<file path="config.mk">
export PLATFORM = sky130hd
export DESIGN_NAME = nexys_starship_shooter
export DESIGN_NICKNAME = d
export VERILOG_FILES = /design/src/rtl/nexys_starship_shooter_pkg.sv /design/src/rtl/nexys_starship_tick_counter.sv /design/src/rtl/nexys_starship_shooter.sv
export SDC_FILE = /design/constraint.sdc
export NUM_CORES = 1
export LEC_CHECK = 0
export ABC_CLOCK_PERIOD_IN_PS = 5250
export CAP_MARGIN = 20
export CORE_AREA = 8 8 72 74
export DETAILED_ROUTE_END_ITERATION = 12
export DIE_AREA = 0 0 80 82
export DONT_BUFFER_PORTS = 1
export PLACE_DENSITY = 0.85
export SLEW_MARGIN = 30
export SYNTH_ARGS = -nofsm -noshare
export SYNTH_HDL_FRONTEND = slang
export SYNTH_SLANG_ARGS = --single-unit
export TNS_END_PERCENT = 10
</file>
<file path="constraint.sdc">
create_clock -name Clk -period 5.25 [get_ports Clk]
set_clock_uncertainty 0.1 [all_clocks]
set_input_delay 1.05 -clock Clk [delete_from_list [all_inputs] [get_ports Clk]]
set_output_delay 1.05 -clock Clk [all_outputs]
set_load 0.01 [all_outputs]
</file>
<file path="src/rtl/nexys_starship_shooter_pkg.sv">
// Shared definitions for the starship weapon controller and the monster slot FSMs:
// one-hot state encodings, slot indices and the aim-priority helper.
package nexys_starship_shooter_pkg;

  localparam int ST_W = 5;

  // Bit positions of the one-hot state vector
  localparam int IDX_IDLE  = 0;
  localparam int IDX_READY = 1;
  localparam int IDX_KILL  = 2;
  localparam int IDX_COOL  = 3;
  localparam int IDX_LOCK  = 4;

  typedef enum logic [ST_W-1:0] {
    S_IDLE  = 5'b00001,
    S_READY = 5'b00010,
    S_KILL  = 5'b00100,
    S_COOL  = 5'b01000,
    S_LOCK  = 5'b10000
  } state_t;

  localparam logic [1:0] SLOT_TOP    = 2'd0;
  localparam logic [1:0] SLOT_BOTTOM = 2'd1;
  localparam logic [1:0] SLOT_LEFT   = 2'd2;
  localparam logic [1:0] SLOT_RIGHT  = 2'd3;

  function automatic logic [1:0] lowest_set(input logic [3:0] v);
    logic [1:0] idx;
    idx = SLOT_TOP;
    if (v[0])      idx = SLOT_TOP;
    else if (v[1]) idx = SLOT_BOTTOM;
    else if (v[2]) idx = SLOT_LEFT;
    else if (v[3]) idx = SLOT_RIGHT;
    return idx;
  endfunction

endpackage

</file>
<file path="src/rtl/nexys_starship_tick_counter.sv">
// Loadable down-counter; done flags the enabled cycle that consumes the last count.
// Load takes priority over enable; the counter rests at zero once exhausted.
module nexys_starship_tick_counter #(
  parameter int W = 7
) (
  input  logic         Clk,
  input  logic         Reset,
  input  logic         load,
  input  logic [W-1:0] load_val,
  input  logic         en,
  output logic         done
);

  logic [W-1:0] count;

  always_ff @(posedge Clk or negedge Reset) begin
    if (!Reset)                    count <= '0;
    else if (load)                 count <= load_val;
    else if (en && count != '0)    count <= count - 1'b1;
  end

  assign done = en && (count == W'(1));

endmodule

</file>
<file path="src/rtl/nexys_starship_shooter.sv">
// Player weapon controller: aim/fire, held kill request until slot ack, heat/lockout/cooldown.
// All outputs registered; every decision lands on the next Clk edge, no input-to-output paths.
module nexys_starship_shooter
  import nexys_starship_shooter_pkg::*;
#(
  parameter int COOL_TICKS    = 4,
  parameter int HEAT_PER_SHOT = 4,
  parameter int HEAT_MAX      = 15,
  parameter int KILL_TIMEOUT  = 64
) (
  input  logic       Clk,
  input  logic       Reset,
  input  logic       play_flag,
  input  logic       game_over,
  input  logic       timer_tick,
  input  logic [3:0] btn_aim,
  input  logic       btn_fire,
  input  logic [3:0] monster_present,
  output logic [3:0] monster_ctrl,
  output logic [1:0] aim_dir,
  output logic [3:0] heat,
  output logic [7:0] kills,
  output logic       q_Idle,
  output logic       q_Ready,
  output logic       q_Kill,
  output logic       q_Cool,
  output logic       q_Lock
);

  localparam int CNT_MAX = (KILL_TIMEOUT > COOL_TICKS) ? KILL_TIMEOUT : COOL_TICKS;
  localparam int CW      = $clog2(CNT_MAX + 1);

  state_t        state;
  logic [1:0]    target;
  logic [4:0]    heat_sum;
  logic          start, shot, over, hit, ack;
  logic          kill_en, kill_done, kill_exit, kill_load;
  logic          cool_en, cool_done, cool_load;
  logic [CW-1:0] kill_val, cool_val;

  assign start     = (state == S_IDLE) && play_flag;
  assign shot      = (state == S_READY) && btn_fire && !game_over;
  assign heat_sum  = {1'b0, heat} + 5'(HEAT_PER_SHOT);
  assign over      = heat_sum > 5'(HEAT_MAX);
  assign hit       = monster_present[aim_dir];
  assign ack       = !monster_present[target];
  assign kill_en   = (state == S_KILL) && !game_over;
  assign kill_exit = kill_en && (ack || kill_done);
  assign cool_en   = (state == S_COOL) && timer_tick && !game_over;
  assign kill_load = start || (shot && !over && hit);
  assign cool_load = start || (shot && !over) || kill_exit;
  assign kill_val  = start ? '0 : CW'(KILL_TIMEOUT);
  assign cool_val  = start ? '0 : CW'(COOL_TICKS);

  nexys_starship_tick_counter #(.W(CW)) u_cool_cnt (
    .Clk(Clk), .Reset(Reset), .load(cool_load), .load_val(cool_val),
    .en(cool_en), .done(cool_done)
  );

  nexys_starship_tick_counter #(.W(CW)) u_kill_cnt (
    .Clk(Clk), .Reset(Reset), .load(kill_load), .load_val(kill_val),
    .en(kill_en), .done(kill_done)
  );

  always_ff @(posedge Clk or negedge Reset) begin
    if (!Reset) begin
      state        <= S_IDLE;
      monster_ctrl <= '0;
      aim_dir      <= '0;
      heat         <= '0;
      kills        <= '0;
      target       <= '0;
    end else if (game_over && state != S_IDLE) begin
      state        <= S_IDLE;
      monster_ctrl <= '0;
    end else begin
      if (state != S_IDLE) begin
        if (|btn_aim) aim_dir <= lowest_set(btn_aim);
        // Decay first; a shot on the same cycle overrides with its combined result
        if (timer_tick && heat != '0) heat <= heat - 4'd1;
      end
      case (state)
        S_IDLE: if (play_flag) begin
          state <= S_READY;
          heat  <= '0;
          kills <= '0;
        end
        S_READY: if (shot) begin
          if (over) begin
            state <= S_LOCK;
          end else begin
            heat <= timer_tick ? 4'(heat_sum - 5'd1) : heat_sum[3:0];
            if (hit) begin
              state        <= S_KILL;
              target       <= aim_dir;
              monster_ctrl <= 4'(1) << aim_dir;
            end else begin
              state <= S_COOL;
            end
          end
        end
        S_KILL: if (ack) begin
          monster_ctrl <= '0;
          if (kills != 8'hFF) kills <= kills + 8'd1;
          state <= S_COOL;
        end else if (kill_done) begin
          monster_ctrl <= '0;
          state        <= S_COOL;
        end
        S_COOL: if (cool_done) state <= S_READY;
        S_LOCK: if (heat == '0) state <= S_READY;
        default: state <= S_IDLE;
      endcase
    end
  end

  assign q_Idle  = state[IDX_IDLE];
  assign q_Ready = state[IDX_READY];
  assign q_Kill  = state[IDX_KILL];
  assign q_Cool  = state[IDX_COOL];
  assign q_Lock  = state[IDX_LOCK];

endmodule

</file>
==> run metrics, run 1 <==
# Post-CTS Setup Buffers=0; Seq pwr share=between 30 and 40%; final worst slack=~2.8 ns; Max VDD drop=approximately 0.34 mV; maxcap violations=0; Worst-Skew Late Latency=approximately 0.3 ns; post-synth top area share=between 30% and 40%; Clock transition at path regs=about 0.080 ns; number of global-route vias before repair=2151; # diodes=0; ys async rst share=100%; Final Hold Fails=0; startpoint type of the worst setup path=flip-flop; status=finished, final reports clean; Ys Warns=0; chip width=about 80 um; Placement Setup Slack=2.50 ns; CP top delay family=compound AO/OA/AOI/OAI gates; first-pass GRT wire length=about 10 mm; count leader, synth=dfrtp_1; synth top area cells=dfrtp_1, ha_1, nor2_1, xor2_1, nand3_1; Worst setup EP type=flip-flop; Final Slew Violations=0; top_reg_cell synth=dfrtp_1; Post-CTS Hold Buffers=0; DR vias/cell=about 6.6; cts repair resizes=0; Max clock buf depth=2; EDFF count, synth=0; critical path's slowest cell=dfrtp_1; final setup fails=0; Mapped Cells=278; distinct cell type count after synthesis=65; DRT iter0 DRCs=~160; CP max FO=7; Routed WL=6.06 mm; total die area=6560 um2; max incr delay on CP=about 0.5 ns; post-layout util=about 66%; Syn Std Cell Area=2600 um2; Slew HR=approximately 64%; number of I/O port buffers=0; GRT Residual Overflow=0; antenna violations before repair=0; RSZ-0062 raised after global routing=false; Root Driver=clkbuf_8; CTS tree=built; remaining antenna violation count after routing=0; number of buffers created by CTS=5; Hold Path Class=input port to async pin; top cells by count, synth=dfrtp_1, nor2_1, nand2_1; post-synth top area cell=dfrtp_1; via count=around 2200; crit path kind=flip-flop to flip-flop; placed wire-length estimate=4.41 mm; Post-Syn Nets=303; Initial Utilization=a little over three fifths; fin nets=approximately 300; sequential fraction of the synthesis area=between 30% and 40%; syn_area_per_cell=9.37 um2; total internal power=0.702 mW; leak pwr=roughly 1.2 nW; final setup TNS=0 ns; fin crit period=~2.5 ns; top-level port count=37; largest net degree at the start of global routing=40; H-tree depth=2; WL per Instance=about 18 um; remaining routing DRC violations=0; Max Clock Freq=~400 MHz; share of cells above drive strength 1=a little under a tenth; Sw Pwr=roughly 0.48 mW; chip height=82 um; Critical Path, Cell by Cell=inv_1 -> ha_1 -> nor2b_1 -> a41oi_2 -> nand3_1 -> a31o_1 -> mux2_1; Req. time, crit path=5.33 ns; RePlAce Congestion=0.878; row count=24; worst slew pin tran=between 0.5 and 0.6 ns; Comb power frac=a little under two fifths; PD cells=431 nW/um2; DR pass1 iterations=4; fin crit share=46.7%; GRT Overall Usage=about a fifth; post-synthesis register bit count=39; crit path buf inv count=1; Core Area=4140 um2; clock share of power=around 22%; clock sinks=39; crit path DAT=2.53 ns; Synth-to-Final Area Change=5.19%; switch share=roughly 41%
## final timing paths
| check | cells after the start | startpoint | to | slack (ns) |
|---|---|---|---|---|
| max in group asynchronous | 0 | Reset | state[0] | 4.53 |
| hold / removal | 0 | Reset | state[4] | 0.34 |
| setup reg to reg | 7 | heat[2] | monster_ctrl[2] | 2.80 |
| hold reg to reg | 1 | target[1] | target[1] | 0.43 |
| min in group Clk | 1 | target[1] | target[1] | 0.43 |
| setup / recovery | 7 | heat[2] | monster_ctrl[2] | 2.80 |
## flip-flops by register name, summed over array words and instances (netlist names)
| name | cells |
|---|---|
| kills | 8 |
| u_cool_cnt.count | 7 |
| u_kill_cnt.count | 7 |
| state | 5 |
| heat | 4 |
| monster_ctrl | 4 |
| aim_dir | 2 |
| target | 2 |
## cell usage in the layout, fill, tap and decap left out, drive strengths merged, types with 3 or more instances in the layout
cell type | Yosys | final
and3 | 4 | 4
nand2b | 3 | 3
or3 | 7 | 7
a211oi | 3 | 3
o21a | 3 | 3
ha | 11 | 11
nand4b | 3 | 3
o211ai | 3 | 3
nand3 | 13 | 13
xor2 | 8 | 8
mux2 | 5 | 5
a2111oi | 3 | 3
nor3 | 7 | 7
nor2 | 32 | 32
xnor2 | 7 | 7
nor4 | 5 | 5
clkbuf | 5 | 6
a21oi | 10 | 10
nor2b | 4 | 4
nand2 | 19 | 19
mux2i | 3 | 3
dfrtp | 38 | 38
o32a | 3 | 3
o21ai | 14 | 14
nand4 | 9 | 9
o31ai | 5 | 5
or4 | 3 | 3
inv | 12 | 12
## layout make-up
| class | count | area (um2) |
|---|---|---|
| tap | 52 | 65.1 |
| multi-input combinational | 218 | 1540 |
| clock buffer | 6 | 82.6 |
| sequential | 39 | 977 |
| fill | 335 | 1400 |
| clock inverter | 2 | 35.0 |
| inverter | 12 | 45.0 |
## kinds of logic after synthesis
| family | synth area share [%] |
|---|---|
| DFF | 37.5 |
| xor gates and xnor gates | 5.04 |
| and+or+nand+nor | 25.5 |
| AOI/OAI and AO/OA | 18.1 |
| adders and majority gates | 5.28 |
| muxes | 5.04 |
| buffers and inverters | 3.55 |
## stage by stage
stage / total power [mW] / hold slack, ns / instance area [um2] / instances
final: 1.18 / 0.340 / 2740 / 329
after global routing: 1.26 / 0.316 / 2740 / 329
after CTS: 1.18 / 0.331 / 2740 / 329
after detailed placement: 0.918 / 0.414 / 2620 / 321
after global placement: 0.907 / 0.407 / 2620 / 321
after floorplan: 0.823 / 0.388 / 2610 / 278
## power by group through the flow
stage / Sequential [mW] / Combinational (mW) / Clock [mW]
6_report: 0.470 / 0.450 / 0.262
2_1_floorplan: 0.432 / 0.392 / 0
4_1_cts: 0.471 / 0.447 / 0.266
5_1_grt: 0.484 / 0.494 / 0.281
3_5_place_dp: 0.476 / 0.443 / 0
3_3_place_gp: 0.474 / 0.433 / 0
## routing by layer
metal | wire, um | GRT usage, % | vias to the layer above
li1 | - | - | 1028
met1 | 2500 | 23.3 | 1061
met2 | 2890 | 31.4 | 90
met3 | 609 | 6.67 | 7
met4 | 64 | 6.73 | 0
met5 | 0 | 0 | -
## worst register-to-register path, stage by stage, from the launching register on
cell     delay, ns
dfrtp_1       0.50
inv_1         0.13
ha_1          0.33
nor2b_1       0.16
a41oi_2       0.37
nand3_1       0.13
a31o_1        0.29
mux2_1        0.32
No activity file was read; power rests on OpenSTA's default activity.
==> run 2, diff against run 1 <==
--- a/config.mk
+++ b/config.mk
@@ -5,13 +5,13 @@
 export SDC_FILE = /design/constraint.sdc
 export NUM_CORES = 1
 export LEC_CHECK = 0
-export ABC_CLOCK_PERIOD_IN_PS = 5250
+export ABC_CLOCK_PERIOD_IN_PS = 2210
 export CAP_MARGIN = 20
-export CORE_AREA = 8 8 72 74
+export CORE_AREA = 8 8 77 79
 export DETAILED_ROUTE_END_ITERATION = 12
-export DIE_AREA = 0 0 80 82
+export DIE_AREA = 0 0 85 87
 export DONT_BUFFER_PORTS = 1
-export PLACE_DENSITY = 0.85
+export PLACE_DENSITY = 0.78
 export SLEW_MARGIN = 30
 export SYNTH_ARGS = -nofsm -noshare
 export SYNTH_HDL_FRONTEND = slang
==> constraint.sdc (replaced) <==
create_clock -name Clk -period 2.21 [get_ports Clk]
set_clock_uncertainty 0.1 [all_clocks]
set_input_delay 0.442 -clock Clk [delete_from_list [all_inputs] [get_ports Clk]]
set_output_delay 0.442 -clock Clk [all_outputs]
set_load 0.01 [all_outputs]
==> run 2 against run 1 <==
Cell count is 7.6% higher. Non-clock buffer count rose by 21. Via count decreased by 0.41%. Register-to-register slack got worse by 2.7 ns. Core utilization is 5.7 points lower. Cell area increased by 6.9%. Critical path depth decreased by 2. Routed wire length about the same. Combinational power grew to 3.0 times the previous value. Die area is 13% higher. Worst setup slack worse by 2.7 ns. Count of clock-buffer cells in the layout up 1. Critical path type unchanged. Largest cell class unchanged. Highest routed layer unchanged.
==> run metrics, run 2 (synthesized netlist as in run 1, its figures left out) <==
DR pass1 iterations=4 (unchanged); Worst-Skew Late Latency=0.29 ns (about the same); total die area=7400 um2 (+13%); Clock transition at path regs=0.07 ns (about the same); Hold Path Cell Cnt=2; status=finished, final reports clean; top-level port count=37 (unchanged); PD cells=990 nW/um2 (+130%); Reg2Reg Depth=5 (-2); final setup TNS=0 ns (unchanged); CTS tree=built; fin crit period=2.14 ns (-0.316 ns); H-tree depth=2 (unchanged); DR vias/cell=6.15 (-7.4%); Post-Place Cell Area=2770 um2 (+5.7%); Max clock buf depth=2 (unchanged); Root Driver=clkbuf_8; Finished Layout Cells=354 (+7.6%); Largest register FFs=8 (unchanged); Req. time, crit path=2.32 ns (-3.01 ns); placed cell count=344 (+7.2%); Hold Path Class=input port to flip-flop; crit path kind=flip-flop to flip-flop; # Post-CTS Setup Buffers=0 (unchanged); Max VDD drop=0.735 mV (+110%); maxcap violations=0 (unchanged); leak pwr=1.30 nW (+9.0%); GRT Residual Overflow=0 (unchanged); clock sinks=39 (unchanged); first-pass GRT wire length=10.2 mm (+1.3%); Final Slew Violations=0 (unchanged); via count=2177 (-0.41%); number of I/O port buffers=0 (unchanged); antenna violations before repair=0 (unchanged); Core Area=4850 um2 (+17%); RSZ-0062 raised after global routing=true; most frequent cells in the layout=dfrtp_1, nor2_1, buf_4; Routed WL=6.06 mm (about the same); number of buffers created by CTS=5 (unchanged); row count=26 (+8.3%); Max Clock Freq=468 MHz (+15%); Worst setup EP type=flip-flop; Final Hold Fails=0 (unchanged); placed wire-length estimate=4.66 mm (+5.6%); CP max FO=10 (+3); worst slew pin tran=0.488 ns (-0.0471 ns); fin nets=322 (+7.0%); share of cells above drive strength 1=17.1% (+7.7 points); remaining routing DRC violations=0 (unchanged); largest net degree at the start of global routing=40 (unchanged); GRT Overall Usage=17.3% (-2.0 points); Initial Utilization=53.7% (-9.1 points); largest registers=kills x8, u_cool_cnt.count x7, u_kill_cnt.count x7; Biggest register=kills; Synth-to-Final Area Change=12.4%; startpoint type of the worst setup path=flip-flop; Final Instance Area=2930 um2 (+6.9%); Fillers=406 (+21%); remaining antenna violation count after routing=0 (unchanged); DRT iter0 DRCs=223 (+38%); Slew HR=66.6% (+2.3 points); WL per Instance=17.1 um (-7.0%); RePlAce Congestion=0.899 (+2.4%); leading cell type in the layout, fill and taps excluded=dfrtp_1; post-layout util=60.4% (-5.7 points); fin crit share=96.7% (+50 points); number of global-route vias before repair=2123 (-1.3%); chip width=85 um (+6.3%); chip height=87 um (+6.1%); # diodes=0 (unchanged); final setup fails=0 (unchanged); crit path DAT=2.25 ns (-0.28 ns)
## run 2: worst max-delay path, cell delays in order (launching register included)
cell      delay (ns)
dfrtp_1         0.38
mux4_2          0.60
a211oi_4        0.34
nand2_4         0.13
or3_1           0.36
a21oi_1         0.15
## run 2: per-layer routing
layer	global-route usage [%]	share of wire (%)	wire (um)	up-vias
li1	-	-	-	1073
met1	22.0	44	2670	1017
met2	26.3	46	2800	79
met3	5.19	8.5	514	8
met4	7.61	1.2	73	0
met5	0	0	0	-
## run 2: final timing paths
path,from,endpoint,slack (ns)
max,target[0],kills[7],0.07
min,game_over,state[0],0.19
max reg2reg,target[0],kills[7],0.07
min reg2reg,target[1],target[1],0.43
max in group asynchronous,Reset,state[0],1.26
min in group asynchronous,Reset,heat[1],0.48
## run 2: stage by stage
| stage | hold slack [ns] | setup WS (ns) | power, mW |
|---|---|---|---|
| after detailed placement | 0.0475 | 0.0729 | 2.32 |
| final | 0.191 | 0.0735 | 2.90 |
| after global placement | 0.0475 | 0.110 | 2.30 |
| after CTS | 0.182 | 0.0446 | 2.89 |
| after floorplan | 0.0464 | 0.0441 | 1.96 |
| after global routing | 0.217 | -0.0272 | 3.10 |
## run 2: where the power goes
group	internal, mW	leakage [nW]	total, mW	switching, mW
Combinational	0.568	0.725	1.35	0.781
Sequential	0.849	0.525	1.02	0.169
Clock	0.284	0.0505	0.535	0.251
## run 2: area by class of cell
cell class	count	area, um2	area share (%)
Clock inverter	1	7.51	0.256
Multi-Input combinational cell	218	1560	53.2
Clock buffer	7	96.3	3.29
Sequential cell	39	978	33.4
Tap cell	56	70.1	2.39
Timing Repair Buffer	21	173	5.89
Inverter	12	45.0	1.54
## run 2: repair_timing
item / 4_1_cts / 5_1_grt
hold endpoints to repair: 39 / 0
gates resized for setup: 0 / 5
endpoints found under the setup margin: 0 / 18
hold buffers: 2 / 0
